**src/rtl/rv32i_types.sv**
```systemverilog
// Shared RV32I types: load/store funct3 encodings and the LSU state encoding.
package rv32i_types;

  typedef enum logic [2:0] {
    LB  = 3'b000,
    LH  = 3'b001,
    LW  = 3'b010,
    LBU = 3'b100,
    LHU = 3'b101
  } load_funct3_t;

  typedef enum logic [2:0] {
    SB = 3'b000,
    SH = 3'b001,
    SW = 3'b010
  } store_funct3_t;

  typedef enum logic [1:0] {
    IDLE,
    BEAT0,
    BEAT1,
    RESP
  } lsu_state_t;

  // Exactly one of load/store must be set and funct3 must be a defined encoding for that kind.
  function automatic logic f3_legal(input logic ld, input logic st, input logic [2:0] f3);
    if (ld == st) return 1'b0;
    if (ld) return f3 inside {LB, LH, LW, LBU, LHU};
    return f3 inside {SB, SH, SW};
  endfunction

endpackage

```
**src/rtl/dmem_lsu_if.sv**
```systemverilog
// Request/response and data-memory bus bundle of the load/store unit.
interface dmem_lsu_if #(
  parameter int ADDR_WIDTH = 32
);
  logic                  req_valid;
  logic                  req_ready;
  logic                  req_load;
  logic                  req_store;
  logic [2:0]            req_funct3;
  logic [ADDR_WIDTH-1:0] req_addr;
  logic [31:0]           req_wdata;
  logic [4:0]            req_rd;
  logic                  flush;
  logic                  rsp_valid;
  logic [31:0]           rsp_rdata;
  logic [4:0]            rsp_rd;
  logic                  rsp_err;
  logic                  dmem_read;
  logic                  dmem_write;
  logic [ADDR_WIDTH-1:0] dmem_address;
  logic [3:0]            dmem_byte_enable;
  logic [31:0]           dmem_wdata;
  logic [31:0]           dmem_rdata;
  logic                  dmem_resp;

  // slave: the LSU itself; master: the pipeline plus data memory around it
  modport slave (
    input  req_valid, req_load, req_store, req_funct3, req_addr, req_wdata, req_rd, flush,
    input  dmem_rdata, dmem_resp,
    output req_ready, rsp_valid, rsp_rdata, rsp_rd, rsp_err,
    output dmem_read, dmem_write, dmem_address, dmem_byte_enable, dmem_wdata
  );

  modport master (
    output req_valid, req_load, req_store, req_funct3, req_addr, req_wdata, req_rd, flush,
    output dmem_rdata, dmem_resp,
    input  req_ready, rsp_valid, rsp_rdata, rsp_rd, rsp_err,
    input  dmem_read, dmem_write, dmem_address, dmem_byte_enable, dmem_wdata
  );
endinterface

```
**src/rtl/lsu_lane_align.sv**
```systemverilog
// Byte-lane steering: two-beat strobe mask, per-beat store shift, load merge and extension.
module lsu_lane_align
  import rv32i_types::*;
(
  input  logic [2:0]  funct3,
  input  logic [1:0]  off,
  input  logic [31:0] st_data,
  input  logic [31:0] ld_beat0,
  input  logic [31:0] ld_beat1,
  output logic [7:0]  wide,
  output logic [31:0] st_data0,
  output logic [31:0] st_data1,
  output logic [31:0] ld_data
);
  logic [3:0]  mask;
  logic [5:0]  sh1;
  logic [31:0] merged;

  always_comb begin
    case (funct3[1:0])
      2'b00:   mask = 4'h1;
      2'b01:   mask = 4'h3;
      2'b10:   mask = 4'hF;
      default: mask = 4'h0;
    endcase
    wide     = {4'b0000, mask} << off;
    st_data0 = st_data << {off, 3'b000};
    // off==0 gives a 32-bit shift, which clears the (unused) second beat
    sh1      = 6'd32 - {1'b0, off, 3'b000};
    st_data1 = st_data >> sh1;
    merged   = 32'({ld_beat1, ld_beat0} >> {off, 3'b000});
    case (funct3)
      LB:      ld_data = {{24{merged[7]}}, merged[7:0]};
      LH:      ld_data = {{16{merged[15]}}, merged[15:0]};
      LBU:     ld_data = {24'h0, merged[7:0]};
      LHU:     ld_data = {16'h0, merged[15:0]};
      default: ld_data = merged;
    endcase
  end
endmodule

```
**src/rtl/dmem_lsu.sv**
```systemverilog
// MEM-stage load/store unit: request capture, one- or two-beat bus FSM, watchdog and result return.
module dmem_lsu
  import rv32i_types::*;
#(
  parameter int ADDR_WIDTH       = 32,
  parameter int SPLIT_MISALIGNED = 1,
  parameter int MAX_WAIT         = 255
) (
  input logic       clk,
  input logic       rst_n,
  dmem_lsu_if.slave bus
);
  localparam int WD_W = (MAX_WAIT > 0) ? $clog2(MAX_WAIT + 1) : 1;
  localparam logic [WD_W-1:0] WD_LAST = WD_W'((MAX_WAIT > 0) ? MAX_WAIT - 1 : 0);

  lsu_state_t            state_q, state_d;
  logic                  is_load_q, is_load_d, mis_q, mis_d, squash_q, squash_d, err_q, err_d;
  logic [2:0]            funct3_q, funct3_d;
  logic [1:0]            off_q, off_d;
  logic [31:0]           st_data_q, st_data_d, beat0_q, beat0_d, rdata_q, rdata_d;
  logic [4:0]            rd_q, rd_d;
  logic [WD_W-1:0]       wdog_q, wdog_d;
  logic                  read_q, read_d, write_q, write_d;
  logic [ADDR_WIDTH-1:0] addr_q, addr_d;
  logic [3:0]            be_q, be_d;
  logic [31:0]           wdata_q, wdata_d;

  logic        sel_req, misaligned, legal;
  logic [7:0]  wide;
  logic [31:0] st_data0, st_data1, ld_data;

  // In IDLE the aligner decodes the incoming request; afterwards it works on the captured one.
  assign sel_req = (state_q == IDLE);

  lsu_lane_align u_align (
    .funct3   (sel_req ? bus.req_funct3 : funct3_q),
    .off      (sel_req ? bus.req_addr[1:0] : off_q),
    .st_data  (sel_req ? bus.req_wdata : st_data_q),
    .ld_beat0 ((state_q == BEAT0) ? bus.dmem_rdata : beat0_q),
    .ld_beat1 (bus.dmem_rdata),
    .wide     (wide),
    .st_data0 (st_data0),
    .st_data1 (st_data1),
    .ld_data  (ld_data)
  );

  assign misaligned = (wide[7:4] != 4'h0);
  assign legal      = f3_legal(bus.req_load, bus.req_store, bus.req_funct3) &&
                      !((SPLIT_MISALIGNED == 0) && misaligned);

  always_comb begin
    state_d   = state_q;
    is_load_d = is_load_q;
    mis_d     = mis_q;
    squash_d  = squash_q;
    err_d     = err_q;
    funct3_d  = funct3_q;
    off_d     = off_q;
    st_data_d = st_data_q;
    beat0_d   = beat0_q;
    rdata_d   = rdata_q;
    rd_d      = rd_q;
    wdog_d    = wdog_q;
    read_d    = read_q;
    write_d   = write_q;
    addr_d    = addr_q;
    be_d      = be_q;
    wdata_d   = wdata_q;
    case (state_q)
      IDLE: begin
        if (bus.req_valid) begin
          is_load_d = bus.req_load;
          funct3_d  = bus.req_funct3;
          off_d     = bus.req_addr[1:0];
          st_data_d = bus.req_wdata;
          rd_d      = bus.req_rd;
          mis_d     = misaligned;
          squash_d  = 1'b0;
          err_d     = 1'b0;
          rdata_d   = '0;
          wdog_d    = '0;
          if (!legal) begin
            err_d   = 1'b1;
            state_d = RESP;
          end else begin
            state_d = BEAT0;
            read_d  = bus.req_load;
            write_d = bus.req_store;
            addr_d  = {bus.req_addr[ADDR_WIDTH-1:2], 2'b00};
            be_d    = wide[3:0];
            wdata_d = st_data0;
          end
        end
      end
      BEAT0, BEAT1: begin
        if (bus.flush) squash_d = 1'b1;
        if (bus.dmem_resp) begin
          wdog_d = '0;
          if ((state_q == BEAT0) && mis_q) begin
            beat0_d = bus.dmem_rdata;
            state_d = BEAT1;
            addr_d  = addr_q + ADDR_WIDTH'(4);
            be_d    = wide[7:4];
            wdata_d = st_data1;
          end else begin
            state_d = RESP;
            rdata_d = is_load_q ? ld_data : 32'h0;
            read_d  = 1'b0;
            write_d = 1'b0;
            addr_d  = '0;
            be_d    = '0;
            wdata_d = '0;
          end
        end else if ((MAX_WAIT != 0) && (wdog_q == WD_LAST)) begin
          // Abort: an already-written first beat of a split store is left in place.
          state_d = RESP;
          err_d   = 1'b1;
          read_d  = 1'b0;
          write_d = 1'b0;
          addr_d  = '0;
          be_d    = '0;
          wdata_d = '0;
        end else begin
          wdog_d = wdog_q + WD_W'(1);
        end
      end
      RESP:    state_d = IDLE;
      default: state_d = IDLE;
    endcase
  end

  always_ff @(posedge clk or negedge rst_n) begin
    if (!rst_n) begin
      state_q   <= IDLE;
      is_load_q <= 1'b0;
      mis_q     <= 1'b0;
      squash_q  <= 1'b0;
      err_q     <= 1'b0;
      funct3_q  <= '0;
      off_q     <= '0;
      st_data_q <= '0;
      beat0_q   <= '0;
      rdata_q   <= '0;
      rd_q      <= '0;
      wdog_q    <= '0;
      read_q    <= 1'b0;
      write_q   <= 1'b0;
      addr_q    <= '0;
      be_q      <= '0;
      wdata_q   <= '0;
    end else begin
      state_q   <= state_d;
      is_load_q <= is_load_d;
      mis_q     <= mis_d;
      squash_q  <= squash_d;
      err_q     <= err_d;
      funct3_q  <= funct3_d;
      off_q     <= off_d;
      st_data_q <= st_data_d;
      beat0_q   <= beat0_d;
      rdata_q   <= rdata_d;
      rd_q      <= rd_d;
      wdog_q    <= wdog_d;
      read_q    <= read_d;
      write_q   <= write_d;
      addr_q    <= addr_d;
      be_q      <= be_d;
      wdata_q   <= wdata_d;
    end
  end

  assign bus.req_ready        = (state_q == IDLE);
  assign bus.rsp_valid        = (state_q == RESP) && !squash_q && !bus.flush;
  assign bus.rsp_rdata        = (state_q == RESP) ? rdata_q : 32'h0;
  assign bus.rsp_rd           = (state_q == RESP) ? rd_q : 5'h0;
  assign bus.rsp_err          = (state_q == RESP) && err_q;
  assign bus.dmem_read        = read_q;
  assign bus.dmem_write       = write_q;
  assign bus.dmem_address     = addr_q;
  assign bus.dmem_byte_enable = be_q;
  assign bus.dmem_wdata       = wdata_q;
endmodule
```
**src/flat_wrapper.sv**
```systemverilog
// flat-port wrapper written by rule: the top's interface ports become plain ports
module dmem_lsu_flat import rv32i_types::*;
#(
  parameter int ADDR_WIDTH       = 32,
  parameter int SPLIT_MISALIGNED = 1,
  parameter int MAX_WAIT         = 255
)
  (clk, rst_n, bus_req_valid, bus_req_load, bus_req_store, bus_req_funct3, bus_req_addr, bus_req_wdata, bus_req_rd, bus_flush, bus_dmem_rdata, bus_dmem_resp, bus_req_ready, bus_rsp_valid, bus_rsp_rdata, bus_rsp_rd, bus_rsp_err, bus_dmem_read, bus_dmem_write, bus_dmem_address, bus_dmem_byte_enable, bus_dmem_wdata);
  dmem_lsu_if #(.ADDR_WIDTH(ADDR_WIDTH)) bus_i ();
  input logic clk;
  input logic rst_n;
  input wire logic [$bits(bus_i.req_valid)-1:0] bus_req_valid;
  input wire logic [$bits(bus_i.req_load)-1:0] bus_req_load;
  input wire logic [$bits(bus_i.req_store)-1:0] bus_req_store;
  input wire logic [$bits(bus_i.req_funct3)-1:0] bus_req_funct3;
  input wire logic [$bits(bus_i.req_addr)-1:0] bus_req_addr;
  input wire logic [$bits(bus_i.req_wdata)-1:0] bus_req_wdata;
  input wire logic [$bits(bus_i.req_rd)-1:0] bus_req_rd;
  input wire logic [$bits(bus_i.flush)-1:0] bus_flush;
  input wire logic [$bits(bus_i.dmem_rdata)-1:0] bus_dmem_rdata;
  input wire logic [$bits(bus_i.dmem_resp)-1:0] bus_dmem_resp;
  output wire logic [$bits(bus_i.req_ready)-1:0] bus_req_ready;
  output wire logic [$bits(bus_i.rsp_valid)-1:0] bus_rsp_valid;
  output wire logic [$bits(bus_i.rsp_rdata)-1:0] bus_rsp_rdata;
  output wire logic [$bits(bus_i.rsp_rd)-1:0] bus_rsp_rd;
  output wire logic [$bits(bus_i.rsp_err)-1:0] bus_rsp_err;
  output wire logic [$bits(bus_i.dmem_read)-1:0] bus_dmem_read;
  output wire logic [$bits(bus_i.dmem_write)-1:0] bus_dmem_write;
  output wire logic [$bits(bus_i.dmem_address)-1:0] bus_dmem_address;
  output wire logic [$bits(bus_i.dmem_byte_enable)-1:0] bus_dmem_byte_enable;
  output wire logic [$bits(bus_i.dmem_wdata)-1:0] bus_dmem_wdata;
  assign bus_i.req_valid = bus_req_valid;
  assign bus_i.req_load = bus_req_load;
  assign bus_i.req_store = bus_req_store;
  assign bus_i.req_funct3 = bus_req_funct3;
  assign bus_i.req_addr = bus_req_addr;
  assign bus_i.req_wdata = bus_req_wdata;
  assign bus_i.req_rd = bus_req_rd;
  assign bus_i.flush = bus_flush;
  assign bus_i.dmem_rdata = bus_dmem_rdata;
  assign bus_i.dmem_resp = bus_dmem_resp;
  assign bus_req_ready = bus_i.req_ready;
  assign bus_rsp_valid = bus_i.rsp_valid;
  assign bus_rsp_rdata = bus_i.rsp_rdata;
  assign bus_rsp_rd = bus_i.rsp_rd;
  assign bus_rsp_err = bus_i.rsp_err;
  assign bus_dmem_read = bus_i.dmem_read;
  assign bus_dmem_write = bus_i.dmem_write;
  assign bus_dmem_address = bus_i.dmem_address;
  assign bus_dmem_byte_enable = bus_i.dmem_byte_enable;
  assign bus_dmem_wdata = bus_i.dmem_wdata;
  dmem_lsu #(.ADDR_WIDTH(ADDR_WIDTH), .SPLIT_MISALIGNED(SPLIT_MISALIGNED), .MAX_WAIT(MAX_WAIT)) u_core (.clk(clk), .rst_n(rst_n), .bus(bus_i));
endmodule
```
**config.mk**
```make
export PLATFORM = sky130hd
export DESIGN_NAME = dmem_lsu_flat
export DESIGN_NICKNAME = d
export VERILOG_FILES = /design/src/rtl/rv32i_types.sv /design/src/rtl/dmem_lsu_if.sv /design/src/rtl/lsu_lane_align.sv /design/src/rtl/dmem_lsu.sv /design/src/flat_wrapper.sv
export SDC_FILE = /design/constraint.sdc
export NUM_CORES = 1
export LEC_CHECK = 0
export ABC_AREA = 1
export CORE_UTILIZATION = 45
export DETAILED_ROUTE_END_ITERATION = 8
export PLACE_DENSITY = 0.7
export SKIP_LAST_GASP = 1
export SLEW_MARGIN = 40
export SYNTH_ARGS = -nofsm -noshare
export SYNTH_HDL_FRONTEND = slang
export SYNTH_SLANG_ARGS = --single-unit
export TNS_END_PERCENT = 20
```
**constraint.sdc**
```tcl
create_clock -name clk -period 5.1 [get_ports clk]
set_clock_uncertainty 0.1 [all_clocks]
set_input_delay 1.275 -clock clk [delete_from_list [all_inputs] [get_ports clk]]
set_output_delay 1.275 -clock clk [all_outputs]
set_load 0.005 [all_outputs]
```
==> out/results.txt, run 1 <==
Hold Path Class - reg -> reg
WL final - 39.0 mm
standard-cell rows - 59
RSZ-0062 raised after global routing - no
Startpoint Class - input pin
Critical Path RT - 3.72 ns
Setup violations, final - 0
Leak - 7.58 nW
CTS tree - yes
relative slew slack - 0.494
port buffer count - 218
CP arrival - 2.42 ns
FF/Latch Area - 4700 µm²
Netlist cell types - 38
global-route wire length before repair - 61.4 mm
largest net degree at the start of global routing - 82
clk sink count - 188
layout cell share with drive strength beyond 1 - 0.0398
full die area - 27200 µm²
antenna-violating nets left - 0
Yosys Warn Count - 0
Syn-to-layout area delta - 24.6%
CP Class - in -> out
wire per inst - 16.4 µm
Final Util - 0.570
drt drc - 0
GRT Resource Usage Total - 0.292
multi-input logic area - 6000 µm²
initial core utilization - 0.458
die extent in y - 165 µm
TritonCTS Buffers - 17
Nets - 2147
fin crit share - 0.745
H-Tree Level Count - 4
syn avg cell area - 6.42 µm²
vias in the first global route - 11400
die width - 165 µm
worst-case clock buffer depth - 2
Final Hold Vio Count - 0
post-CTS sizing - 0
DP Wirelength - 28.3 mm
GP Congestion - 0.931
drt first pass iters - 6
cell area after technology mapping - 11900 µm²
register area share after synthesis - 0.394
initial antenna violation count - 0
#FFs+latches synth - 188
measured slew at the worst slew-check pin - 0.756 ns
initial drt markers - 1445
min Tclk post-route - 3.80 ns
commonest non-fill, non-tap cell in the layout - nand2_1
Post CTS Setup Buffer Count - 0
power per cell area - 640 nW/µm²
# fillers - 2543
Synth top area share - 0.394
Setup crit end kind - primary output
crit path max fanout - 2
hold bufs inserted after CTS - 0
total number of vias - 12600
final setup TNS - 0 ns
Core Box Area - 26100 µm²
CTS root buffer - clkbuf_16
Max VDD drop - 305 µV
clock-pin slew on the worst setup and hold paths - 0.07 ns
fmax - 0.263 GHz
Synth Instances - 1857
status - complete, no violations
drt via density - 5.32
clk_lat worst skew - 0.44 ns
antenna diode count - 0
commonest non-fill, non-tap cells in the layout - nand2_1, clkdlybuf4s50_1, inv_1
Synth area leader - dfrtp_1
Max-Cap Viols - 0
fin. max-slew vios - 0
I/O Pins - 221
total congestion overflow - 0
synth top area cells - dfrtp_1, nand2_1, o21ai_0
## final timing paths
check	from	endpoint	slack [ns]	cells after the start
max	bus_flush	bus_rsp_valid	1.30	3
min	u_core.beat0_q[31]	u_core.beat0_q[31]	0.37	2
max reg2reg	u_core.state_q[1]	u_core.bus.dmem_wdata[4]	1.51	13
min reg2reg	u_core.beat0_q[31]	u_core.beat0_q[31]	0.37	2
max in group asynchronous	rst_n	u_core.beat0_q[24]	3.08	2
min in group asynchronous	rst_n	u_core.wdog_q[4]	0.73	1
## cell families after synthesis
logic type	synth area share
buffers and inverters	0.103
AND/OR/NAND/NOR	0.384
other	0.000314
flip-flops	0.394
AO/OA/AOI/OAI	0.103
adder cells (fa/ha/maj)	0.0126
XOR/XNOR	0.00220
multiplexers	0.000944
## per-stage QoR
step	cell area, µm²	setup WS, ns	total power [mW]	instances	hold slack [ns]
final	14900	1.30	9.51	2370	0.372
after global placement	14200	1.11	7.81	2340	0.355
after detailed placement	14200	1.02	7.90	2340	0.359
after floorplan	11900	2.25	6.12	1858	0.342
after global routing	14900	1.23	10.3	2370	0.398
after CTS	14900	1.29	9.44	2370	0.376
## Yosys cell counts, drive strengths merged
master,instances
nor2,108
mux2,1
or2,5
o211ai,5
o21ai,183
nand3b,4
o31ai,1
nand3,144
inv,198
nand4,28
buf,56
dfrtp,188
clkbuf,36
o22ai,3
a22oi,1
o2111ai,5
clkinv,1
xor2,3
nand2,831
a32oi,1
nor3,6
a21oi,35
o21bai,1
conb,1
ha,12
## cell type report
type | instances | share of cell area
inverters | 199 | 0.0502
well taps | 335 | 0.0282
clock inverters | 11 | 0.0139
flip-flops and latches | 188 | 0.316
multi-input cells | 1379 | 0.404
repair buffers | 239 | 0.158
clock buffers | 19 | 0.0298
## per-layer routing
| metal | vias up | GRT usage | wire (µm) |
|---|---|---|---|
| met2 | 610 | 0.435 | 17000 |
| met1 | 5792 | 0.429 | 17400 |
| met4 | 0 | 0.0967 | 958 |
| met5 | - | 0 | 0 |
| li1 | 6140 | - | - |
| met3 | 55 | 0.0480 | 3540 |
## sequential cells by signal (all words and copies together) (netlist names), 2 cells and up
| register | cells |
|---|---|
| u_core.bus.dmem_wdata | 32 |
| u_core.beat0_q | 32 |
| u_core.st_data_q | 32 |
| u_core.funct3_q | 3 |
| u_core.wdog_q | 8 |
| u_core.bus.dmem_byte_enable | 4 |
| u_core.state_q | 2 |
| u_core.rdata_q | 32 |
| u_core.bus.dmem_address | 30 |
| u_core.rd_q | 5 |
| u_core.off_q | 2 |
## power breakdown
| part | total (mW) | leakage [nW] | internal (mW) | switching, mW |
|---|---|---|---|---|
| Sequential | 2.52 | 2.44 | 2.09 | 0.427 |
| Combinational | 5.49 | 4.82 | 1.77 | 3.72 |
| Clock | 1.51 | 0.314 | 0.890 | 0.615 |
| Total | 9.51 | 7.58 | 4.75 | 4.76 |
## critical path, cell delays in order
cell	delay (ns)
clkdlybuf4s50_1	0.43
nor3_1	0.19
clkdlybuf4s50_1	0.53
No activity file was read; power rests on OpenSTA's default activity.
==> run 2, diff against run 1 <==
--- a/config.mk
+++ b/config.mk
@@ -8,7 +8,7 @@
 export ABC_AREA = 1
 export CORE_UTILIZATION = 45
 export DETAILED_ROUTE_END_ITERATION = 8
-export PLACE_DENSITY = 0.7
+export PLACE_DENSITY = 0.73
 export SKIP_LAST_GASP = 1
 export SLEW_MARGIN = 40
 export SYNTH_ARGS = -nofsm -noshare
==> constraint.sdc (replaced) <==
create_clock -name clk -period 3.3 [get_ports clk]
set_clock_uncertainty 0.1 [all_clocks]
set_input_delay 0.825 -clock clk [delete_from_list [all_inputs] [get_ports clk]]
set_output_delay 0.825 -clock clk [all_outputs]
set_load 0.005 [all_outputs]
==> out/results.txt, run 2 (synthesis results as in run 1) <==
status - complete, no violations
met2 Usage GRT - 0.450
drt via density - 5.18
FF/Latch Area - 4700 µm²
die width - 165 µm
Setup crit end kind - primary output
RSZ-0062 raised after global routing - no
Gate power share - 0.594
H-Tree Level Count - 4
clk_lat worst skew - 0.45 ns
hold bufs inserted after CTS - 0
clock power share - 0.142
Final Hold Vio Count - 0
area post-placement - 14400 µm²
Nets - 2165
min Tclk post-route - 3.11 ns
die extent in y - 165 µm
busiest grt layer - met2
measured slew at the worst slew-check pin - 0.742 ns
initial core utilization - 0.458
Critical Path RT - 2.37 ns
CTS root buffer - clkbuf_16
global-route wire length before repair - 61.5 mm
full die area - 27200 µm²
layout cell share with drive strength beyond 1 - 0.0496
DP Wirelength - 28.7 mm
Finished Cell Area - 15000 µm²
commonest non-fill, non-tap cell in the layout - nand2_1
crit path max fanout - 33
clock-pin slew on the worst setup and hold paths - 0.08 ns
drt drc - 0
WL final - 38.3 mm
drt first pass iters - 6
CP Class - reg -> out
Syn-to-layout area delta - 25.6%
standard-cell rows - 59
multi-input logic area - 6000 µm²
final setup TNS - 0 ns
fin. max-slew vios - 0
TritonCTS Buffers - 17
clk sink count - 188
relative slew slack - 0.500
GRT Resource Usage Total - 0.292
initial antenna violation count - 0
Sw Pwr - 7.41 mW
Leak - 7.65 nW
Max VDD drop - 440 µV
Sw Ratio - 0.508
vias in the first global route - 11400
total number of vias - 12400
CP arrival - 2.18 ns
largest net degree at the start of global routing - 68
antenna diode count - 0
Hold Path Class - in -> async
WHS - 0.281 ns
CTS tree - yes
wire per inst - 16.0 µm
GR Util met3 - 0.0354
Seq pwr share - 0.264
total congestion overflow - 0
Post CTS Setup Buffer Count - 0
initial drt markers - 1352
Max-Cap Viols - 0
fin crit share - 0.942
commonest non-fill, non-tap cells in the layout - nand2_1, clkdlybuf4s50_1, inv_1
fmax - 0.322 GHz
I/O Pins - 221
Startpoint Class - flop
worst-case clock buffer depth - 2
Setup violations, final - 0
power per cell area - 975 nW/µm²
met1 usage - 0.433
Core Box Area - 26100 µm²
antenna-violating nets left - 0
port buffer count - 218
GP Congestion - 0.974
Final Util - 0.575
internal power - 7.18 mW
# fillers - 2529
-- run 2: cell types whose count changed in the layout (fill, tap and decap cells not counted), sizes merged --
cell and delta:
clkbuf -1, bufinv -5, buf +18, clkinv +3, clkinvlp -1, inv +6
-- run 2: area by class of cell --
class	instances	area share
Sequential cell	188	0.314
Inverter	199	0.0499
Clock buffer	18	0.0287
Clock inverter	14	0.00977
Tap cell	335	0.0280
Multi-Input combinational cell	1379	0.401
Timing Repair Buffer	257	0.169
-- run 2: per-layer routing --
metal	share of wire	wire (µm)	vias to the layer above
met4	0.015	563	0
met5	0	0	-
met3	0.073	2790	35
met1	0.47	17800	5669
li1	-	-	6168
met2	0.45	17100	505
-- run 2: final timing paths --
kind	from	to	slack, ns	depth (start not counted)
hold / removal	rst_n	u_core.bus.dmem_address[27]	0.28	1
setup / recovery	u_core.state_q[0]	bus_rsp_rdata[23]	0.19	5
setup reg to reg	u_core.state_q[1]	u_core.bus.dmem_wdata[2]	0.45	13
max in group asynchronous	rst_n	u_core.bus.dmem_address[11]	2.08	2
hold reg to reg	u_core.beat0_q[31]	u_core.beat0_q[31]	0.38	2
min in group clk	u_core.beat0_q[31]	u_core.beat0_q[31]	0.38	2
-- run 2: stage by stage --
stage / std cells / setup WS, ns / power [mW]
after global routing: 2390 / 0.0980 / 15.9
after detailed placement: 2358 / 0.350 / 12.4
after global placement: 2358 / 0.387 / 12.2
final: 2390 / 0.190 / 14.6
after CTS: 2390 / 0.0635 / 14.5
after floorplan: 1858 / 0.875 / 9.45
-- run 2: power by group through the flow --
stage | Combinational (mW) | Sequential [mW] | Clock (mW)
6_report | 8.67 | 3.86 | 2.07
5_1_grt | 9.74 | 3.97 | 2.20
4_1_cts | 8.54 | 3.85 | 2.10
3_5_place_dp | 8.49 | 3.88 | 0
3_3_place_gp | 8.39 | 3.86 | 0
2_1_floorplan | 5.73 | 3.73 | 0
-- run 2: timing repair --
action / in CTS / in global routing
gates resized for setup: 0 / 1
setup endpoints to repair: 0 / 1
hold endpoints to repair: 0 / 0
-- run 2: critical path: stages (launching register included) --
cell,delay (ns)
dfrtp_1,0.42
ha_2,0.35
buf_12,0.23
nand2_1,0.14
inv_1,0.10
clkdlybuf4s50_1,0.50
==> run 3, diff against run 2 <==
--- a/config.mk
+++ b/config.mk
@@ -5,13 +5,12 @@
 export SDC_FILE = /design/constraint.sdc
 export NUM_CORES = 1
 export LEC_CHECK = 0
-export ABC_AREA = 1
+export ABC_AREA = 0
 export CORE_UTILIZATION = 45
 export DETAILED_ROUTE_END_ITERATION = 8
-export PLACE_DENSITY = 0.73
+export PLACE_DENSITY = 0.74
 export SKIP_LAST_GASP = 1
 export SLEW_MARGIN = 40
 export SYNTH_ARGS = -nofsm -noshare
 export SYNTH_HDL_FRONTEND = slang
 export SYNTH_SLANG_ARGS = --single-unit
-export TNS_END_PERCENT = 20
==> out/results.txt, run 3 <==
Yosys Warn Count - 0
die width - 160 µm
die extent in y - 160 µm
clk_lat worst skew - 0.45 ns
RSZ-0062 raised after global routing - no
drt via density - 5.79
drt first pass iters - 5
clock power share - 0.162
#FFs+latches synth - 188
fin. max-slew vios - 0
cell area after technology mapping - 11200 µm²
reg2reg setup slack - 0.45 ns
WL final - 32.9 mm
CP Class - reg -> out
Hold Path Class - in -> async
Post-synth top cells - nand2_1, dfrtp_1, mux2_2, mux2i_1, o21ai_0
Final Hold Vio Count - 0
measured slew at the worst slew-check pin - 0.871 ns
crit path cell chain - ha_2, buf_12, and2_1, clkdlybuf4s50_1
I/O Pins - 221
initial antenna violation count - 1
CTS tree - yes
wire per inst - 18.9 µm
port buffer count - 218
drt drc - 0
dominant synthesized flop cell - dfrtp_1
worst-case clock buffer depth - 2
Synth top area share - 0.420
total number of vias - 10100
GRT Resource Usage Total - 0.262
Critical Path RT - 2.37 ns
clk sink count - 188
GP Congestion - 0.913
Overall Power - 13.5 mW
Setup crit end kind - primary output
Synth area leader - dfrtp_1
initial core utilization - 0.459
proportion of synthesized area in mux cells - 0.169
vias in the first global route - 9796
CTS root buffer - clkbuf_16
xor/xnor share of the synthesized area - 0.00391
DP Wirelength - 23.5 mm
fmax - 0.324 GHz
Gate power share - 0.540
Post CTS Setup Buffer Count - 0
Leak - 6.17 nW
layout cell share with drive strength beyond 1 - 0.138
simple-gate share of the synthesized area - 0.184
register area share after synthesis - 0.420
Max-Cap Viols - 0
# fillers - 2088
synth top area cells - dfrtp_1, nand2_1, mux2_2
Core Box Area - 24400 µm²
crit path max fanout - 32
top-count cell post-synth - nand2_1
final setup TNS - 0 ns
Post-synth EDFFs - 0
largest net degree at the start of global routing - 72
initial drt markers - 945
relative slew slack - 0.417
post-placement worst setup slack - 0.122 ns
internal power - 7.77 mW
commonest non-fill, non-tap cells in the layout - nand2_1, clkdlybuf4s50_1, dfrtp_1
syn avg cell area - 9.29 µm²
Syn-to-layout area delta - 28.9%
full die area - 25500 µm²
Setup violations, final - 0
TritonCTS Buffers - 17
clock-pin slew on the worst setup and hold paths - 0.07 ns
Post-Synth Adder-Cell Area - 0.0134
largest family of logic cells by synthesized area - simple AND/OR/NAND/NOR gates
Netlist cell types - 66
antenna-violating nets left - 0
commonest non-fill, non-tap cell in the layout - nand2_1
Final WS setup - 0.217 ns
Synth Instances - 1206
min Tclk post-route - 3.08 ns
H-Tree Level Count - 4
Startpoint Class - flop
Post-synth ARST share - 1.00
standard-cell rows - 57
global-route wire length before repair - 53.2 mm
CP arrival - 2.16 ns
power per cell area - 932 nW/µm²
Non-Filler Instances - 1743
Sw Pwr - 5.69 mW
Worst path max stage delay - 0.52 ns
Nets - 1527
total congestion overflow - 0
slowest CP cell - clkdlybuf4s50_1
dpl cells - 1709
Seq pwr share - 0.298
Max VDD drop - 625 µV
complex-gate fraction of the synthesized area - 0.162
fin crit share - 0.934
WHS - 0.295 ns
status - complete, no violations
Sw Ratio - 0.423
==> run 3: cell count changes in the layout (fill, tap and decap cells not counted), sizes merged, moves of 17 or more <==
cell    before  now
nand2      831  249
inv        207   23
o21ai      183   84
nand3      144   53
mux2         1   82
mux2i        0   80
nor2       108   58
and2         0   46
nand4       28   10
a22oi        1   18
o311ai       0   17
==> run 3: area by class of cell <==
type / count / area (µm²) / area share
antenna: 2 / 5.00 / 0.000347
multi-input combinational: 915 / 6010 / 0.416
sequential: 188 / 4700 / 0.326
clock inverter: 15 / 205 / 0.0142
clock buffer: 17 / 425 / 0.0295
tap: 324 / 405 / 0.0281
timing repair buffer: 264 / 2620 / 0.181
inverter: 18 / 67.6 / 0.00468
==> run 3: layer usage <==
metal	up-vias	global-route usage	routed length [µm]
li1	4722	-	-
met1	4888	0.370	14700
met2	418	0.402	15000
met3	58	0.0504	2350
met4	0	0.0952	850
met5	-	0	0
==> run 3: power groups by stage <==
| stage | sequential, mW | combinational [mW] | clock [mW] |
|---|---|---|---|
| 6_report | 4.02 | 7.26 | 2.18 |
| 4_1_cts | 4.00 | 7.21 | 2.21 |
| 5_1_grt | 4.14 | 7.92 | 2.32 |
| 3_3_place_gp | 3.98 | 7.05 | 0 |
| 2_1_floorplan | 3.79 | 4.83 | 0 |
| 3_5_place_dp | 4.04 | 7.18 | 0 |
==> run 3: kinds of logic (layout without fill, tap and decap cells) <==
family          after synthesis  after routing
xor+xnor                      5              5
fa+ha+maj                    12             12
flops                       188            188
buf+inv                     104            314
compound gates              267            267
other cells                   1              4
mux                         169            169
simple gates                460            460
==> run 3: through the flow <==
| step | util | area (µm²) |
|---|---|---|
| finish | 0.592 | 14400 |
| global route | 0.592 | 14400 |
| CTS | 0.592 | 14400 |
| detailed placement | 0.566 | 13800 |
| global placement | 0.566 | 13800 |
| floorplan | - | 11200 |
==> run 3: timing repair <==
item | in CTS | in global routing
hold buffers | 0 | 0
endpoints found under the setup margin | 0 | 1
resized for setup | 0 | 1
==> run 3: path summary, 6_finish.rpt <==
check                                         from                          end  depth (start not counted)
worst max-delay path             u_core.state_q[0]             bus_rsp_rdata[8]                          4
worst min-delay path                         rst_n  u_core.bus.dmem_address[12]                          1
worst max register to register   u_core.state_q[0]     u_core.bus.dmem_wdata[7]                          8
worst min register to register  u_core.beat0_q[25]           u_core.beat0_q[25]                          2
max in group asynchronous                    rst_n            u_core.rdata_q[9]                          2
min in group clk                u_core.beat0_q[25]           u_core.beat0_q[25]                          2
==> run 3: worst max-delay path, delay by kind of cell (launching register included) <==
kind	cells	cell delay (ns)
DFF	1	0.44
and+or+nand+nor	1	0.20
buffers and inverters	2	0.72
adders and majority gates	1	0.36
